**config.mk**
```make
export PLATFORM = sky130hd
export DESIGN_NAME = vc_fifo_flow
export DESIGN_NICKNAME = d
export VERILOG_FILES = /design/src/rtl/vc_fifo_flow.sv
export SDC_FILE = /design/constraint.sdc
export NUM_CORES = 1
export LEC_CHECK = 0
export CORE_MARGIN = 4
export CORE_UTILIZATION = 35
export CTS_BUF_LIST = sky130_fd_sc_hd__clkbuf_8
export DETAILED_ROUTE_END_ITERATION = 7
export SETUP_SLACK_MARGIN = 0.5
export SLEW_MARGIN = 25
export SYNTH_ARGS = -nofsm -noshare
export SYNTH_HDL_FRONTEND = slang
export SYNTH_SLANG_ARGS = --single-unit
```
**constraint.sdc**
```tcl
create_clock -name clk -period 3.2 [get_ports clk]
set_input_delay 0.48 -clock clk [delete_from_list [all_inputs] [get_ports clk]]
set_output_delay 0.48 -clock clk [all_outputs]
set_load 0.01 [all_outputs]
```
**src/rtl/vc_fifo_flow.sv**
```systemverilog
// Per-VC FIFO (depth 2**ADDR_WIDTH, 1-cycle registered pop) with threshold pause/continue pulses.
// A full FIFO still accepts a write when a pop happens that cycle; otherwise the word is dropped and error_full latches.
module vc_fifo_flow #(
   parameter int DATA_WIDTH   = 6,
   parameter int ADDR_WIDTH   = 4,
   parameter int THR_HIGH_RST = 12,
   parameter int THR_LOW_RST  = 4
) (
   input  logic                  clk,
   input  logic                  rst,
   input  logic                  init,
   input  logic [ADDR_WIDTH:0]   thr_high_in,
   input  logic [ADDR_WIDTH:0]   thr_low_in,
   input  logic                  wr_en,
   input  logic [DATA_WIDTH-1:0] data_in,
   input  logic                  rd_en,
   output logic [DATA_WIDTH-1:0] data_out,
   output logic                  data_valid,
   output logic [ADDR_WIDTH:0]   count,
   output logic                  empty,
   output logic                  full,
   output logic                  pause,
   output logic                  continue_flow,
   output logic                  error_full
);

   localparam int DEPTH = 2 ** ADDR_WIDTH;
   localparam logic [ADDR_WIDTH:0] DEPTH_V = DEPTH[ADDR_WIDTH:0];
   localparam logic [ADDR_WIDTH:0] THR_H0  = THR_HIGH_RST[ADDR_WIDTH:0];
   localparam logic [ADDR_WIDTH:0] THR_L0  = THR_LOW_RST[ADDR_WIDTH:0];

   typedef enum logic {FLOWING, PAUSED} flow_t;

   flow_t                 state, state_nxt;
   logic [DATA_WIDTH-1:0] mem [DEPTH];
   logic [ADDR_WIDTH-1:0] wr_ptr, rd_ptr;
   logic [ADDR_WIDTH:0]   thr_high, thr_low;
   logic                  rd_acc, wr_acc, overflow, thr_ok;

   assign empty    = (count == '0);
   assign full     = (count == DEPTH_V);
   // A full FIFO is never empty, so rd_en on full always frees a slot this cycle.
   assign rd_acc   = rd_en && !empty;
   assign wr_acc   = wr_en && (!full || rd_en);
   assign overflow = wr_en && full && !rd_en;
   assign thr_ok   = (thr_low_in < thr_high_in) && (thr_high_in <= DEPTH_V);

   always_ff @(posedge clk) begin
      if (wr_acc) mem[wr_ptr] <= data_in;
   end

   always_ff @(posedge clk or negedge rst) begin
      if (!rst) begin
         wr_ptr     <= '0;
         rd_ptr     <= '0;
         count      <= '0;
         data_out   <= '0;
         data_valid <= 1'b0;
         error_full <= 1'b0;
         thr_high   <= THR_H0;
         thr_low    <= THR_L0;
         state      <= FLOWING;
      end else begin
         if (wr_acc) wr_ptr <= wr_ptr + 1'b1;
         if (rd_acc) begin
            rd_ptr   <= rd_ptr + 1'b1;
            data_out <= mem[rd_ptr];
         end
         data_valid <= rd_acc;
         case ({wr_acc, rd_acc})
            2'b10:   count <= count + 1'b1;
            2'b01:   count <= count - 1'b1;
            default: count <= count;
         endcase
         if (overflow) error_full <= 1'b1;
         if (init && thr_ok) begin
            thr_high <= thr_high_in;
            thr_low  <= thr_low_in;
         end
         state <= state_nxt;
      end
   end

   // Pulses are suppressed during init; releasing init re-evaluates the same cycle.
   always_comb begin
      pause         = 1'b0;
      continue_flow = 1'b0;
      state_nxt     = state;
      if (init) begin
         state_nxt = FLOWING;
      end else begin
         case (state)
            FLOWING: if (count >= thr_high) begin
               pause     = 1'b1;
               state_nxt = PAUSED;
            end
            PAUSED: if (count <= thr_low) begin
               continue_flow = 1'b1;
               state_nxt     = FLOWING;
            end
            default: state_nxt = FLOWING;
         endcase
      end
   end

endmodule

```
==> results of run 1 <==
## synthesized netlist by cell type
master	instances	area share
nand3_1	1	0.00091
o21ai_0	5	0.0045
mux2_2	14	0.029
xnor2_1	7	0.011
nor2b_1	7	0.0079
nand2_1	8	0.0054
or4_1	1	0.0014
xor2_1	4	0.0063
a31o_2	1	0.0016
nor2_1	5	0.0034
a2111oi_4	1	0.0050
nor3b_1	3	0.0041
a21oi_2	1	0.0016
dfstp_2	3	0.014
o211ai_1	1	0.0014
a211oi_1	7	0.0095
o21ai_2	1	0.0016
edfxtp_1	96	0.52
dfrtp_1	29	0.13
nor4_1	2	0.0023
ha_1	23	0.052
o21a_1	2	0.0027
clkbuf_1	7	0.0048
buf_2	4	0.0036
mux4_2	24	0.098
nand4_1	3	0.0034
and2_1	17	0.019
nand2b_1	2	0.0023
a21o_1	4	0.0054
o22ai_1	6	0.0068
fa_1	1	0.0036
mux2i_1	5	0.0091
inv_1	18	0.012
a21oi_1	11	0.010
nor3_1	1	0.00091
buf_1	1	0.00068
and3_1	1	0.0011
## logic make-up after synthesis
logic type               count (synthesis)
buffers and inverters                   30
AO/OA/AOI/OAI                           40
AND/OR/NAND/NOR                         51
XOR/XNOR                                11
adder cells (fa/ha/maj)                 24
flip-flops                             128
multiplexers                            43
## worst max-delay path by stage
stage                     slack [ns]             to  cells past startpoint
final                           0.61       count[4]                      9
after global routing            0.50       count[4]                      9
after CTS                       0.47  continue_flow                      6
after detailed placement        0.41       count[4]                     10
after global placement          0.44       count[4]                     10
after floorplan                 0.47       count[4]                     11
## power groups by stage
stage               Combinational [W]  Clock (W)  Sequential (W)
floorplan                     0.00126          0         0.00230
global placement              0.00178          0         0.00240
detailed placement            0.00180          0         0.00241
CTS                           0.00183    0.00134         0.00237
global route                  0.00210    0.00142         0.00239
finish                        0.00189    0.00130         0.00235
## registers in the layout, indices dropped and copies added, names as in the netlist
signal	flops
mem	96
state	1
rd_ptr	4
thr_high	5
thr_low	5
count	5
wr_ptr	4
error_full	1
data_valid	1
data_out	6
## worst max-delay path, delay by kind of cell, from the launching register on
kind                     cells  cell delay [ns]
adder cells (fa/ha/maj)      2             0.55
XOR/XNOR                     2             0.28
flip-flops                   1             0.47
AND/OR/NAND/NOR              2             0.62
AO/OA/AOI/OAI                3             0.54
## stage by stage
| step | hold slack (ns) | setup WS [ns] |
|---|---|---|
| after floorplan | 0.184 | 0.469 |
| after global placement | 0.446 | 0.439 |
| after detailed placement | 0.446 | 0.413 |
| after CTS | 0.443 | 0.466 |
| after global routing | 0.468 | 0.496 |
| final | 0.455 | 0.613 |
## layout by cell type, fill, tap and decap left out, types with 4 or more instances in the layout
cell             Yosys  final
nor2_1               5      5
a21o_1               4      4
a211oi_1             7      7
a21oi_1             11      8
o21ai_0              5      4
mux2i_1              5      5
a21oi_2              1      4
nor2b_1              7      7
dfrtp_1             29     25
and2_1              17     17
buf_4                0     11
xor2_1               4      4
o22ai_1              6      6
mux4_2              24     24
dfrtp_2              0      4
clkbuf_8             0     17
clkinvlp_4           0      6
ha_1                23     22
xnor2_1              7      7
clkdlybuf4s50_1      0     35
edfxtp_1            96     96
nand2_1              8      8
mux2_2              14     14
inv_1               18     18
## timing repair
item	4_1_cts	5_1_grt
buffers inserted	1	4
gates resized for setup	4	10
pin swaps	0	1
setup endpoints to repair	2	4
## routing by layer
layer,wire [um],GRT usage,vias up
li1,-,-,1366
met1,4940,0.178,1466
met2,5370,0.205,48
met3,397,0.0336,9
met4,102,0.0411,0
met5,0,0,-
## layout make-up
class / instances / area, um^2
inverter: 18 / 67.6
multi-input combinational: 169 / 1760
clock buffer: 17 / 234
tap: 211 / 264
clock inverter: 15 / 145
timing repair buffer: 49 / 467
sequential: 128 / 3690
fill: 1375 / 8680
==> qor.csv, run 1 <==
stage,metric,value,unit
clocking,tritoncts,built,
timing,fin_crit_sh,0.809,
detailed_routing,drt_iter0_markers,222,
detailed_routing,drt_wl_total,10800,um
clocking,postCtsHoldBufs,0,
detailed_routing,detail_route.drc_violations,0,
finish,fin_cells,607,
synth,ys_ff_latch,128,
timing,finalSetupViolCount,0,
synth,yosysWarnings,0,
critical_path,crit_top_cell,xor2_1,
finish,fin_area,0.00663,mm^2
global_routing,antenna_found_initial,0,
job,drv_cap,0,
synth,synth-xor-area-share,0.0174,
critical_path,r2r-end,count[4],
global_routing,track_usage,0.130,
pwr,power,0.00555,W
finish,final_core_util,0.433,
synth,synth_area_per_cell,16.9,um^2
placement,dp.cells,570,
floorplan,num_io_pins,38,
timing,finalClockSkew,0.00820,ns
global_routing,grt-ovfl-total,0,
critical_path,cp-start-kind,register,
pwr,sw_frac_of_total,0.317,
timing,tightest_slew,0.723,ns
detailed_routing,postRouteAntennaNets,0,
global_routing,grt_max_degree,33,
critical_path,reg2reg_from,count[3],
pwr,comb_power_share,0.341,
floorplan,die_w,134,um
placement,place_congestion,0.771,
run_status,status,finished clean,
clocking,clk_latency,0.42,ns
pwr,pwr-share-seq,0.424,
detailed_routing,vias,2889,
global_routing,grt_pass1_wl,17400,um
synth,syn_nets,372,
critical_path,crit_path_cell_trace,"or4_4, o21a_1, ha_4, fa_2, a21o_1, a21oi_2, xor2_1, nor2_1, xor2_1",
finish,antenna_cells,0,
placement,io_buffers,37,
timing,slew_headroom,0.518,
critical_path,cp_slowest_cell,or4_4,
pwr,p_per_area,837,mW/mm^2
timing,fmax,386,MHz
detailed_routing,wl_per_cell,17.8,um
timing,rsz0062_at_grt,no,
clocking,clk_pin_slew,0.07,ns
pwr,power_switching,0.00176,W
timing,period_needed,2.59,ns
floorplan,initial_core_util,0.361,
timing,slew_viol_final,0,
synth,syn_inst,327,
clocking,numCtsBuffers,17,
floorplan,die_h,134,um
finish,fin_nets,428,
finish,drive_gt1_frac,0.258,
timing,hold_violations,0,
finish,area_growth,20.0,%
floorplan,die_area,0.0179,mm^2
critical_path,r2r_slack,0.61,ns
synth,synth-simple-area-share,0.0523,
synth,synth_compound_area_frac,0.0501,
critical_path,critPathRequiredTime,3.49,ns
critical_path,critPathKind,reg -> reg,
clocking,cts-root-buf,clkbuf_8,
detailed_routing,dr.pass1.iters,4,
pwr,p_leak,2.37,nW
clocking,htreeDepth,4,
synth,synthAdderAreaFrac,0.0557,
synth,synth_top_family_by_area,multiplexers,
pwr,pwr-share-clk,0.235,
synth,synthMuxAreaShare,0.135,
critical_path,end_kind,register,
critical_path,reg2reg_depth,9,
floorplan,row_count,45,
worst_hold_path,hold_path_class,in -> async,
pwr,p_int,0.00379,W
critical_path,cp.arrival,2.88,ns
critical_path,startpoint,count[3],
synth,ys_seq_area_frac,0.668,
timing,fin_tns_setup,0,ns
placement,dpl_cell_area,0.00618,mm^2
placement,dp_hpwl,7450,um
global_routing,first_global_vias,3053,
pwr,max-vdd-ir-drop,309,uV
synth,synth_cell_type_count,37,
clocking,clock_sinks,128,
clocking,clk_path_buf_depth,2,
critical_path,cp_slowest_stage_delay,0.56,ns
floorplan,core,0.0153,mm^2
critical_path,cp_max_fo,7,
synth,synth_area,0.00552,mm^2
detailed_routing,via_per_inst,4.76,
(Power assumes the default switching activity.)
==> inputs of run 2 (changes only) <==
clock period = 2.2 ns   (was 3.2 ns; I/O delays follow)
==> qor.csv, run 2 (synthesis results as in run 1) <==
stage,metric,value,unit
run_status,status,"complete, but fails checks",
run_status,violations,setup timing,
placement,dp.cells,611,
global_routing,grt-ovfl-total,0,
finish,fill_cells,1338,
finish,fin_cells,661,
timing,finalClockSkew,0.0132,ns
detailed_routing,postRouteAntennaNets,0,
timing,slew_viol_final,0,
detailed_routing,via_per_inst,4.80,
floorplan,initial_core_util,0.361,
finish,reg_top3,"mem: 96 flops, data_out: 6 flops",
pwr,power,0.00904,W
finish,multi_input_area,0.00201,mm^2
global_routing,track_usage,0.140,
finish,regArea,0.00369,mm^2
critical_path,cp_slowest_stage_delay,0.54,ns
timing,rsz0062_at_grt,yes,
placement,place_ws,-0.309,ns
placement,io_buffers,37,
critical_path,cp_slowest_cell,or4_4,
clocking,htreeDepth,4,
critical_path,cp-start-kind,register,
detailed_routing,drt_wl_total,12100,um
critical_path,crit_top_cell,xor2_1,
floorplan,die_h,134,um
finish,layout_commonest_cell,edfxtp_1,
global_routing,grt_pass1_wl,18600,um
worst_hold_path,hold_path_class,in -> reg,
finish,antenna_cells,0,
pwr,max-vdd-ir-drop,638,uV
detailed_routing,drt_iter0_markers,160,
floorplan,num_io_pins,38,
critical_path,cp.arrival,2.81,ns
finish,fin_nets,482,
clocking,clk_path_buf_depth,2,
timing,tightest_slew,0.763,ns
critical_path,critPathRequiredTime,2.51,ns
critical_path,cp_max_fo,3,
clocking,clock_sinks,128,
detailed_routing,vias,3173,
critical_path,end_kind,register,
floorplan,die_area,0.0179,mm^2
global_routing,antenna_found_initial,0,
timing,slew_headroom,0.491,
critical_path,critPathKind,reg -> reg,
finish,regMostFlops,mem,
global_routing,grt_max_degree,33,
finish,layout.cells.most_common_list,"96 x edfxtp_1, 45 x buf_4, 25 x dfrtp_1, 24 x mux4_2, 17 x clkbuf_8",
timing,fmax,400,MHz
job,drv_cap,0,
timing,fin_crit_sh,1.14,
clocking,clk_latency,0.43,ns
clocking,cts-root-buf,clkbuf_8,
critical_path,cp_top_family,simple AND/OR/NAND/NOR gates,
finish,drive_gt1_frac,0.440,
pwr,p_per_area,1210,mW/mm^2
clocking,clk_pin_slew,0.08,ns
timing,period_needed,2.50,ns
placement,place_congestion,0.790,
detailed_routing,dr.pass1.iters,4,
finish,largest_register_ffs,96,
critical_path,crit_path_cell_trace,"or4_4, o21a_4, ha_4, fa_2, a21o_1, a21oi_2, xor2_1, nor2_1, xor2_1",
global_routing,first_global_vias,3418,
placement,dp_hpwl,8020,um
timing,finalWorstSetupSlack,-0.297,ns
floorplan,die_w,134,um
floorplan,core,0.0153,mm^2
clocking,numCtsBuffers,17,
timing,hold_violations,0,
pwr,p_leak,2.84,nW
critical_path,r2r_slack,-0.30,ns
critical_path,critPathBufInv,0,
timing,finalSetupViolCount,7,
floorplan,row_count,45,
finish,area_growth,35.0,%
detailed_routing,detail_route.drc_violations,0,
timing,fin_tns_setup,-1.09,ns
clocking,tritoncts,built,
detailed_routing,wl_per_cell,18.3,um
## run 2: worst register-to-register path: cells and delay by family, from the launching register on
family / cells / cell delay [ns]
flops: 1 / 0.43
fa+ha+maj: 2 / 0.52
simple gates: 2 / 0.61
compound gates: 3 / 0.53
xor+xnor: 2 / 0.29
## run 2: final cells by class
| class | instances | area share |
|---|---|---|
| sequential | 128 | 0.495 |
| multi-input combinational | 169 | 0.269 |
| timing repair buffer | 103 | 0.136 |
| tap | 211 | 0.0354 |
| clock buffer | 17 | 0.0314 |
| clock inverter | 15 | 0.0215 |
| inverter | 18 | 0.0107 |
## run 2: path summary, 6_finish.rpt
check / from / to / cells past startpoint
max: count[2] / count[4] / 9
min: thr_low_in[0] / thr_low[0] / 2
max reg2reg: count[2] / count[4] / 9
min reg2reg: error_full / error_full / 1
max in group asynchronous: rst / count[3] / 2
min in group asynchronous: rst / thr_low[3] / 2
## run 2: timing repair
| action | 4_1_cts | 5_1_grt |
|---|---|---|
| setup buffers | 11 | 5 |
| resized for setup | 70 | 32 |
| pin swaps | 18 | 8 |
| hold endpoints to repair | 29 | 0 |
| cloned | 0 | 1 |
| hold buffers | 1 | 0 |
| setup endpoints to repair | 133 | 131 |
## run 2: power breakdown
part / switching, W / total [W] / leakage [nW] / internal [W]
registers: 0.000331 / 0.00337 / 1.23 / 0.00304
clock network: 0.000975 / 0.00200 / 0.196 / 0.00102
logic: 0.00166 / 0.00367 / 1.41 / 0.00201
## run 2: stage by stage
stage	hold slack, ns	util	cell area, um^2
6_report	0.218	0.487	7450
5_1_grt	0.196	0.487	7450
4_1_cts	0.339	0.473	7240
3_5_place_dp	0.449	0.434	6650
3_3_place_gp	0.435	0.434	6650
2_1_floorplan	0.0344	-	5650
## run 2: metal layers
| metal | up-vias | track usage | share of wire | routed length, um |
|---|---|---|---|---|
| li1 | 1481 | - | - | - |
| met1 | 1631 | 0.171 | 0.42 | 5110 |
| met2 | 40 | 0.238 | 0.53 | 6360 |
| met3 | 21 | 0.0332 | 0.027 | 331 |
| met4 | 0 | 0.0594 | 0.023 | 273 |
| met5 | - | 0 | 0 | 0 |
